**config.mk**
```make
export PLATFORM = sky130hd
export DESIGN_NAME = input_port_flat
export DESIGN_NICKNAME = d
export VERILOG_FILES = /design/src/rtl/sap_pkg.sv /design/src/rtl/input_port_if.sv /design/src/rtl/input_fifo.sv /design/src/rtl/input_port.sv /design/src/flat_wrapper.sv
export SDC_FILE = /design/constraint.sdc
export NUM_CORES = 1
export LEC_CHECK = 0
export CORE_MARGIN = 3
export CORE_UTILIZATION = 30
export DETAILED_ROUTE_END_ITERATION = 8
export PLACE_DENSITY_LB_ADDON = 0.2
export SYNTH_ARGS = -nofsm -noshare
export SYNTH_HDL_FRONTEND = slang
export SYNTH_HIERARCHICAL = 1
export SYNTH_SLANG_ARGS = --single-unit
```
**constraint.sdc**
```tcl
create_clock -name clk -period 2.5 [get_ports clk]
set_clock_uncertainty 0.05 [all_clocks]
set_input_delay 0.375 -clock clk [delete_from_list [all_inputs] [get_ports clk]]
set_output_delay 0.375 -clock clk [all_outputs]
set_load 0.01 [all_outputs]
```
**src/rtl/sap_pkg.sv**
```systemverilog
// Constants shared by the SAP bus-side blocks (input port, output register, bus mux).
package sap_pkg;
  localparam int DATA_WIDTH = 8;
  localparam int IN_FIFO_DEPTH = 4;

  typedef logic [DATA_WIDTH-1:0] bus_byte_t;
endpackage

```
**src/rtl/input_port_if.sv**
```systemverilog
// Handshake and status bundle between the input port and its external device/controller.
interface input_port_if #(
  parameter int DATA_WIDTH = sap_pkg::DATA_WIDTH,
  parameter int DEPTH      = sap_pkg::IN_FIFO_DEPTH
);
  localparam int CW = $clog2(DEPTH) + 1;

  logic [DATA_WIDTH-1:0] ExtData;
  logic                  ExtValid;
  logic                  ExtReady;
  logic                  InEnable;
  logic [DATA_WIDTH-1:0] BusOut;
  logic                  Empty;
  logic                  Full;
  logic [CW-1:0]         Count;
  logic                  Underflow;

  modport master (
    output ExtData, ExtValid, InEnable,
    input  ExtReady, BusOut, Empty, Full, Count, Underflow
  );

  modport slave (
    input  ExtData, ExtValid, InEnable,
    output ExtReady, BusOut, Empty, Full, Count, Underflow
  );
endinterface

```
**src/rtl/input_fifo.sv**
```systemverilog
// Small synchronous FIFO with combinational head read; callers must not push when full
// or pop when empty.
module input_fifo
  import sap_pkg::*;
#(
  parameter int DW    = sap_pkg::DATA_WIDTH,
  parameter int DEPTH = sap_pkg::IN_FIFO_DEPTH
) (
  input  logic                     clk,
  input  logic                     rst,
  input  logic                     push,
  input  logic                     pop,
  input  logic [DW-1:0]            wr_data,
  output logic [DW-1:0]            rd_data,
  output logic                     empty,
  output logic                     full,
  output logic [$clog2(DEPTH):0]   count
);
  localparam int AW = $clog2(DEPTH);
  localparam int CW = AW + 1;
  localparam logic [CW-1:0] FULL_COUNT = CW'(DEPTH);

  logic [DW-1:0] r_mem [DEPTH];
  logic [AW-1:0] r_wr_ptr;
  logic [AW-1:0] r_rd_ptr;
  logic [CW-1:0] r_count;

  always_ff @(posedge clk) begin
    if (!rst) begin
      r_wr_ptr <= '0;
      r_rd_ptr <= '0;
      r_count  <= '0;
    end else begin
      if (push) r_wr_ptr <= r_wr_ptr + AW'(1);
      if (pop)  r_rd_ptr <= r_rd_ptr + AW'(1);
      case ({push, pop})
        2'b10:   r_count <= r_count + CW'(1);
        2'b01:   r_count <= r_count - CW'(1);
        default: r_count <= r_count;
      endcase
    end
  end

  // Storage is not reset; a push coinciding with reset is discarded.
  always_ff @(posedge clk) begin
    if (rst && push) r_mem[r_wr_ptr] <= wr_data;
  end

  assign rd_data = r_mem[r_rd_ptr];
  assign empty   = (r_count == '0);
  assign full    = (r_count == FULL_COUNT);
  assign count   = r_count;
endmodule

```
**src/rtl/input_port.sv**
```systemverilog
// SAP input port: valid/ready intake into a FIFO, head byte gated onto the bus by InEnable.
module input_port #(
  parameter int DATA_WIDTH = sap_pkg::DATA_WIDTH,
  parameter int DEPTH      = sap_pkg::IN_FIFO_DEPTH
) (
  input  logic         clk,
  input  logic         rst,
  input_port_if.slave  port
);
  import sap_pkg::*;

  logic                    w_push;
  logic                    w_pop;
  logic                    w_empty;
  logic                    w_full;
  logic [DATA_WIDTH-1:0]   w_rd_data;
  logic [$clog2(DEPTH):0]  w_count;
  logic                    r_underflow;

  assign w_push = port.ExtValid && !w_full;
  assign w_pop  = port.InEnable && !w_empty;

  input_fifo #(
    .DW    (DATA_WIDTH),
    .DEPTH (DEPTH)
  ) u_fifo (
    .clk     (clk),
    .rst     (rst),
    .push    (w_push),
    .pop     (w_pop),
    .wr_data (port.ExtData),
    .rd_data (w_rd_data),
    .empty   (w_empty),
    .full    (w_full),
    .count   (w_count)
  );

  // Sticky until reset: any read strobe that finds nothing to read.
  always_ff @(posedge clk) begin
    if (!rst)                            r_underflow <= 1'b0;
    else if (port.InEnable && w_empty)   r_underflow <= 1'b1;
  end

  assign port.ExtReady  = !w_full;
  assign port.BusOut    = w_pop ? w_rd_data : '0;
  assign port.Empty     = w_empty;
  assign port.Full      = w_full;
  assign port.Count     = w_count;
  assign port.Underflow = r_underflow;
endmodule

```
**src/flat_wrapper.sv**
```systemverilog
// flat-port wrapper written by rule: the top's interface ports become plain ports
module input_port_flat import sap_pkg::*;
#(
  parameter int DATA_WIDTH = sap_pkg::DATA_WIDTH,
  parameter int DEPTH      = sap_pkg::IN_FIFO_DEPTH
)
  (clk, rst, port_ExtData, port_ExtValid, port_InEnable, port_ExtReady, port_BusOut, port_Empty, port_Full, port_Count, port_Underflow);
  input_port_if #(.DATA_WIDTH(DATA_WIDTH), .DEPTH(DEPTH)) port_i ();
  input  logic clk;
  input  logic rst;
  input wire logic [$bits(port_i.ExtData)-1:0] port_ExtData;
  input wire logic [$bits(port_i.ExtValid)-1:0] port_ExtValid;
  input wire logic [$bits(port_i.InEnable)-1:0] port_InEnable;
  output wire logic [$bits(port_i.ExtReady)-1:0] port_ExtReady;
  output wire logic [$bits(port_i.BusOut)-1:0] port_BusOut;
  output wire logic [$bits(port_i.Empty)-1:0] port_Empty;
  output wire logic [$bits(port_i.Full)-1:0] port_Full;
  output wire logic [$bits(port_i.Count)-1:0] port_Count;
  output wire logic [$bits(port_i.Underflow)-1:0] port_Underflow;
  assign port_i.ExtData = port_ExtData;
  assign port_i.ExtValid = port_ExtValid;
  assign port_i.InEnable = port_InEnable;
  assign port_ExtReady = port_i.ExtReady;
  assign port_BusOut = port_i.BusOut;
  assign port_Empty = port_i.Empty;
  assign port_Full = port_i.Full;
  assign port_Count = port_i.Count;
  assign port_Underflow = port_i.Underflow;
  input_port #(.DATA_WIDTH(DATA_WIDTH), .DEPTH(DEPTH)) u_core (.clk(clk), .rst(rst), .port(port_i));
endmodule
```
## Yosys cells after proc, flatten, opt, wreduce, memory -nomap -nowiden

Memory sizes are Yosys's and may differ from the RTL's. A register that Yosys moved wholly into a read port is not among the register bits.
Cells that the tools add are included.
Widths: inputs -> output; s select.

| cells by class | value |
|---|---|
| add/subtract/negate cells | 4 |
| multiply operators | 0 |
| divide/modulo/power cells | 0 |
| $lt $le $gt $ge | 0 |
| equal/unequal tests | 3 |
| shifts and indexed selects | 0 |
| muxes and demuxes | 6 |
| bitwise logic cells | 0 |
| reduce and logical (&&, ||, !) cells | 8 |

Operators with widths:

| kind | count |
|---|---|
| $mux 8 | 1 |
| $pmux 3 s2 | 1 |
| $add 2x1->2 const B | 2 |
| $logic_and 1x1->1 | 4 |
| $mux 2 | 2 |
| $add 3x1->3 const B | 1 |
| $eq 3x3->1 const B | 1 |
| $logic_not 3->1 | 1 |
| $sub 3x1->3 const B | 1 |
| $eq 2x1->1 const B | 1 |
| $eq 2x2->1 const B | 1 |
| $logic_not 1->1 | 2 |
| $mux 1 | 2 |
| $reduce_bool 2->1 | 1 |

| word-level totals | value |
|---|---|
| register bits after elaboration | 8 |
| latch bits | 0 |
| memory bits (writable) | 32 |
| ROM bits | 0 |
| bits of input ports | 12 |
| output and inout port bits | 15 |
| memories kept | 1 |

Memory list:

| memory | words | bits a word | rd ports | clocked after memory_dff | wr ports | RTL line | source |
|---|---|---|---|---|---|---|---|
| u_core.u_fifo.r_mem | 4 | 8 | 1 | 1 | 1 | input_fifo.sv:23 | `logic [DW-1:0] r_mem [DEPTH];` |

## Depth between registers and ports, before layout

| logic depth | value |
|---|---|
| depth in word-level cells | 6 |
| gate-level depth with buffers | 10 |
| depth with buffers taken out | 10 |

## By module

The synthesis kept the hierarchy.

By module, submodules not included:

| module | instances | cells an instance | area each (um2) | sequential area each (um2) |
|---|---|---|---|---|
| input_fifo | 1 | 89 | 1611.5 | 1141.1 |
| input_port | 1 | 15 | 126.4 | 20.0 |

## Worst setup path after synthesis

Ideal clock, no wire load.

| path | value |
|---|---|
| kind | flip-flop to flip-flop |
| from | register u_core.u_fifo.r_count[0], in the netlist u_core/u_fifo/count[0] |
| to | register u_core.u_fifo.r_count[2], in the netlist u_core/u_fifo/count[2] |
| library setup time | 0.070 ns |
| data arrival time | 2.030 ns |
| path slack | 0.350 ns |
| stages on the path, launching flop included | 11 |
| path buffers | 0 |
| clock period less this slack | 2.150 ns |
| cell sequence | dfxtp_1 -> inv_1 -> and3_1 -> nor2b_1 -> inv_1 -> ha_1 -> inv_1 -> fa_1 -> xor2_1 -> or3_1 -> a21boi_1 |

| between the ends | value |
|---|---|
| word-level cells in the longest chain between the ends | 5 |
| elaborated cells between the ends (all ways) | 12 |
| classes of those cells | 2 x add/sub; 3 x eq/ne; 1 x mux; 6 x reduce/logical |

Ends and longest elaborated chain:

| what | RTL line | source |
|---|---|---|
| start, declared | input_fifo.sv:26 | `logic [CW-1:0] r_count;` |
| start signal, assigned | input_fifo.sv:37 | `2'b10: r_count <= r_count + CW'(1);` |
| start signal, assigned | input_fifo.sv:38 | `2'b01: r_count <= r_count - CW'(1);` |
| start signal, assigned | input_fifo.sv:39 | `default: r_count <= r_count;` |
| $eq 3x3->1 (*) | input_fifo.sv:51 | `assign full = (r_count == FULL_COUNT);` |
| net port_Full | flat_wrapper.sv:17 | `output wire logic [$bits(port_i.Full)-1:0] port_Full;` |
| $logic_not 1->1 (*) | input_port.sv:20 | `assign w_push = port.ExtValid && !w_full;` |
| $logic_and 1x1->1 (*) | input_port.sv:20 |  |
| net u_core.w_push | input_port.sv:12 | `logic w_push;` |
| $eq 2x1->1 / $eq 2x2->1 (equally long branches) | input_fifo.sv:36 | `case ({push, pop})` |
| $pmux 3 s2 / $reduce_bool 2->1 (equally long branches) | n/a |  |

The timed path passes the listed nets; every way through them passes the cells marked *.
A chain may end at the register's enable or synchronous reset.

==> impl_metrics.json <==
{
  "die_y_microns": 82.1,
  "synth_compound_area_frac": 0.0130,
  "hold_start": "u_core/port.Underflow",
  "path_cells": "buf_4 > mux4_2 > and2_1 > clkdlybuf4s50_1",
  "clk_path_buf_depth": 2,
  "startpoint_type": "register",
  "ys_async_sr_fraction": 0,
  "leakagePower_nw": 0.782,
  "synth_nets": 122,
  "postCtsHoldBufs": 0,
  "drive_above_1_share": 0.186,
  "stdcell_area_sq_um": 2220,
  "tritoncts": "yes",
  "hold_path_end": "u_core/port.Underflow",
  "postSynthAreaPerCell_sq_um": 16.7,
  "ant_nets": 0,
  "path_clk_slew_ps": 80,
  "dpl.hpwl_microns": 2280,
  "power_density_nw_per_um2": 994,
  "synth_top_area_share": 0.553,
  "finalMaxSlewViolations": 0,
  "final.period_utilization": 0.949,
  "cts_max_level": 2,
  "slew_headroom": 0.678,
  "core_area_sq_um": 5540,
  "synth_xor_xnor_area_share": 0.0252,
  "totalWireLength_microns": 3230,
  "hold_viol": 0,
  "synth_edf_count": 32,
  "fmax_mhz": 421,
  "initial_core_util": 0.314,
  "critPathKind": "register to output port",
  "dr.pass1.iters": 4,
  "yosysTopAreaCell": "edfxtp_1",
  "netlist_top_cells_area": "edfxtp_1 55%, dfxtp_1 12%, mux4_2 10%",
  "min_path_type": "register to register",
  "area_delta_synth_final_pct": 27.6,
  "layout_min_cycle_time_ps": 2370,
  "ys.flop_type": "edfxtp_1",
  "multi_input_area_sq_um": 519,
  "via_per_inst": 4.42,
  "cts_made_buffers": 5,
  "regArea_sq_um": 1160,
  "finalSetupTns_ps": 0,
  "wl_per_cell_microns": 15.2,
  "status": "finished, final reports clean",
  "max_cap_viol_count": 0,
  "p_total_w": 0.00220,
  "yosysMostFrequentCell": "edfxtp_1",
  "max_stage_delay_ps": 510,
  "finish.utilization": 0.400,
  "post-cts-setup-buffers": 0,
  "critPathBufInv": 2,
  "slowest_stage": "mux4_2",
  "ys_seq_area_frac": 0.668,
  "io_buffers": 26,
  "r2r_end": "u_core/u_fifo/count[2]",
  "overflow": 0,
  "rsz0062_at_grt": "no",
  "synth-seq-cells": 42,
  "fillerInstances": 541,
  "end_kind": "output port",
  "io_pins": 27,
  "cp_top_family": "buffers and inverters",
  "nNetsFinal": 157,
  "vias": 938,
  "synth_mux_area_frac": 0.109,
  "r2r_start": "u_core/u_fifo/count[0]",
  "post-route-drc-count": 0,
  "insertedDiodeCount": 0,
  "root_buffer": "clkbuf_8",
  "finalSetupViolations": 0,
  "synthTopCellsByCount": "32 x edfxtp_1, 10 x and2_1, 10 x dfxtp_1, 8 x mux4_2, 7 x inv_1",
  "insertion_delay_ps": 290,
  "synthesis.area_sq_um": 1740,
  "r2r_cells": 10,
  "yosysUniqueCellTypes": 23,
  "drtIter0Drc": 41,
  "synth_cells": 104,
  "grt_max_degree": 14,
  "grt_pass1_wl_microns": 5140,
  "yosysWarnings": 6,
  "critPathRequiredTime_ps": 2080,
  "path_max_fanout": 5,
  "grt.total_usage": 0.109,
  "synth-simple-area-share": 0.104,
  "die-width_microns": 82.1,
  "antenna_found_initial": 0,
  "gp_congestion": 0.781,
  "cp_data_arrival_time_ps": 1950,
  "die-area_sq_um": 6740,
  "hold_depth": 2,
  "synth_top_family_by_area": "multiplexers",
  "synth_adder_area_share": 0.0475,
  "dpl_cell_area_sq_um": 2100,
  "std_cell_rows": 27,
  "cts_resized": 0,
  "tightest_slew_ps": 482,
  "ir_worst_vdd_mv": 0.277,
  "r2r_slack_ps": 340,
  "clkSinkCount": 42,
  "grt_pass1_vias": 1006
}
where the power goes:
group          switching, W  total (W)  internal (W)
clock              0.000224   0.000550      0.000326
combinational      0.000323   0.000763      0.000440
sequential        0.0000568   0.000892      0.000835
total              0.000604    0.00220       0.00160
through the flow:
stage	std cells	hold WS [ps]	worst slack [ps]
3_5_place_dp	204	440	126
5_1_grt	212	502	33.0
3_3_place_gp	204	435	196
6_report	212	446	127
2_1_floorplan	104	424	350
4_1_cts	212	457	102
state kept, by name, summed over array words and instances (netlist names), named ones only:
signal and flops:
u_core/u_fifo/r_wr_ptr 2, u_core/u_fifo/count 3, u_core/u_fifo/r_mem 32, u_core/u_fifo/r_rd_ptr 2
u_core/port.Underflow 1
placed cells by master (no fill, tap or decap):
cell	count
and3_1	5
bufinv_16	1
a21oi_1	1
xnor2_1	2
nor2b_4	1
nand2_1	2
o21ai_0	2
edfxtp_1	32
and2_1	10
nor3_1	1
clkbuf_1	1
nor2b_1	3
inv_1	7
mux2i_1	1
or3_1	1
a21boi_1	1
fa_1	1
ha_1	5
and2_4	4
clkdlybuf4s50_1	26
clkbuf_8	6
dfxtp_1	10
mux4_2	8
buf_4	6
xor2_1	3
worst reg2reg max path: stages, from the launching register on:
cell      delay [ps]
dfxtp_1          350
inv_1            100
and3_1           210
nor2b_1           80
inv_1             70
ha_1             180
inv_1             70
fa_1             390
xor2_1           160
or3_1            300
a21boi_1         140
routing by layer:
metal | wire (microns) | share of wire | GRT usage
met5 | 0 | 0 | 0
met4 | 38 | 0.012 | 0.0349
met3 | 143 | 0.044 | 0.0380
met2 | 1630 | 0.51 | 0.187
met1 | 1410 | 0.44 | 0.127
worst max path at each step:
stage / from / to / slack [ps] / cells past startpoint
2_1_floorplan: u_core/u_fifo/count[0] / u_core/u_fifo/count[2] / 350 / 10
3_3_place_gp: port_InEnable / port_BusOut[1] / 200 / 5
3_5_place_dp: port_InEnable / u_core/u_fifo/count[2] / 130 / 8
4_1_cts: register / port_BusOut[5] / 100 / 4
5_1_grt: register / port_BusOut[5] / 30 / 4
6_report: register / port_BusOut[5] / 130 / 4
cell type report:
type                       instances  area share
clock buffer                       7      0.0389
clock inverter                     1      0.0135
inverter                           7      0.0118
multi-input combinational         51       0.234
sequential                        42       0.523
tap                               72      0.0406
timing repair buffer              32       0.138
logic make-up (layout without fill, tap and decap cells):
group,count (synthesis),count (layout)
buffers and inverters,11,47
AO/OA/AOI/OAI,4,4
multiplexers,9,9
adder cells (fa/ha/maj),6,6
XOR/XNOR,5,5
AND/OR/NAND/NOR,27,27
flip-flops,42,42
No activity file was read; power rests on OpenSTA's default activity.
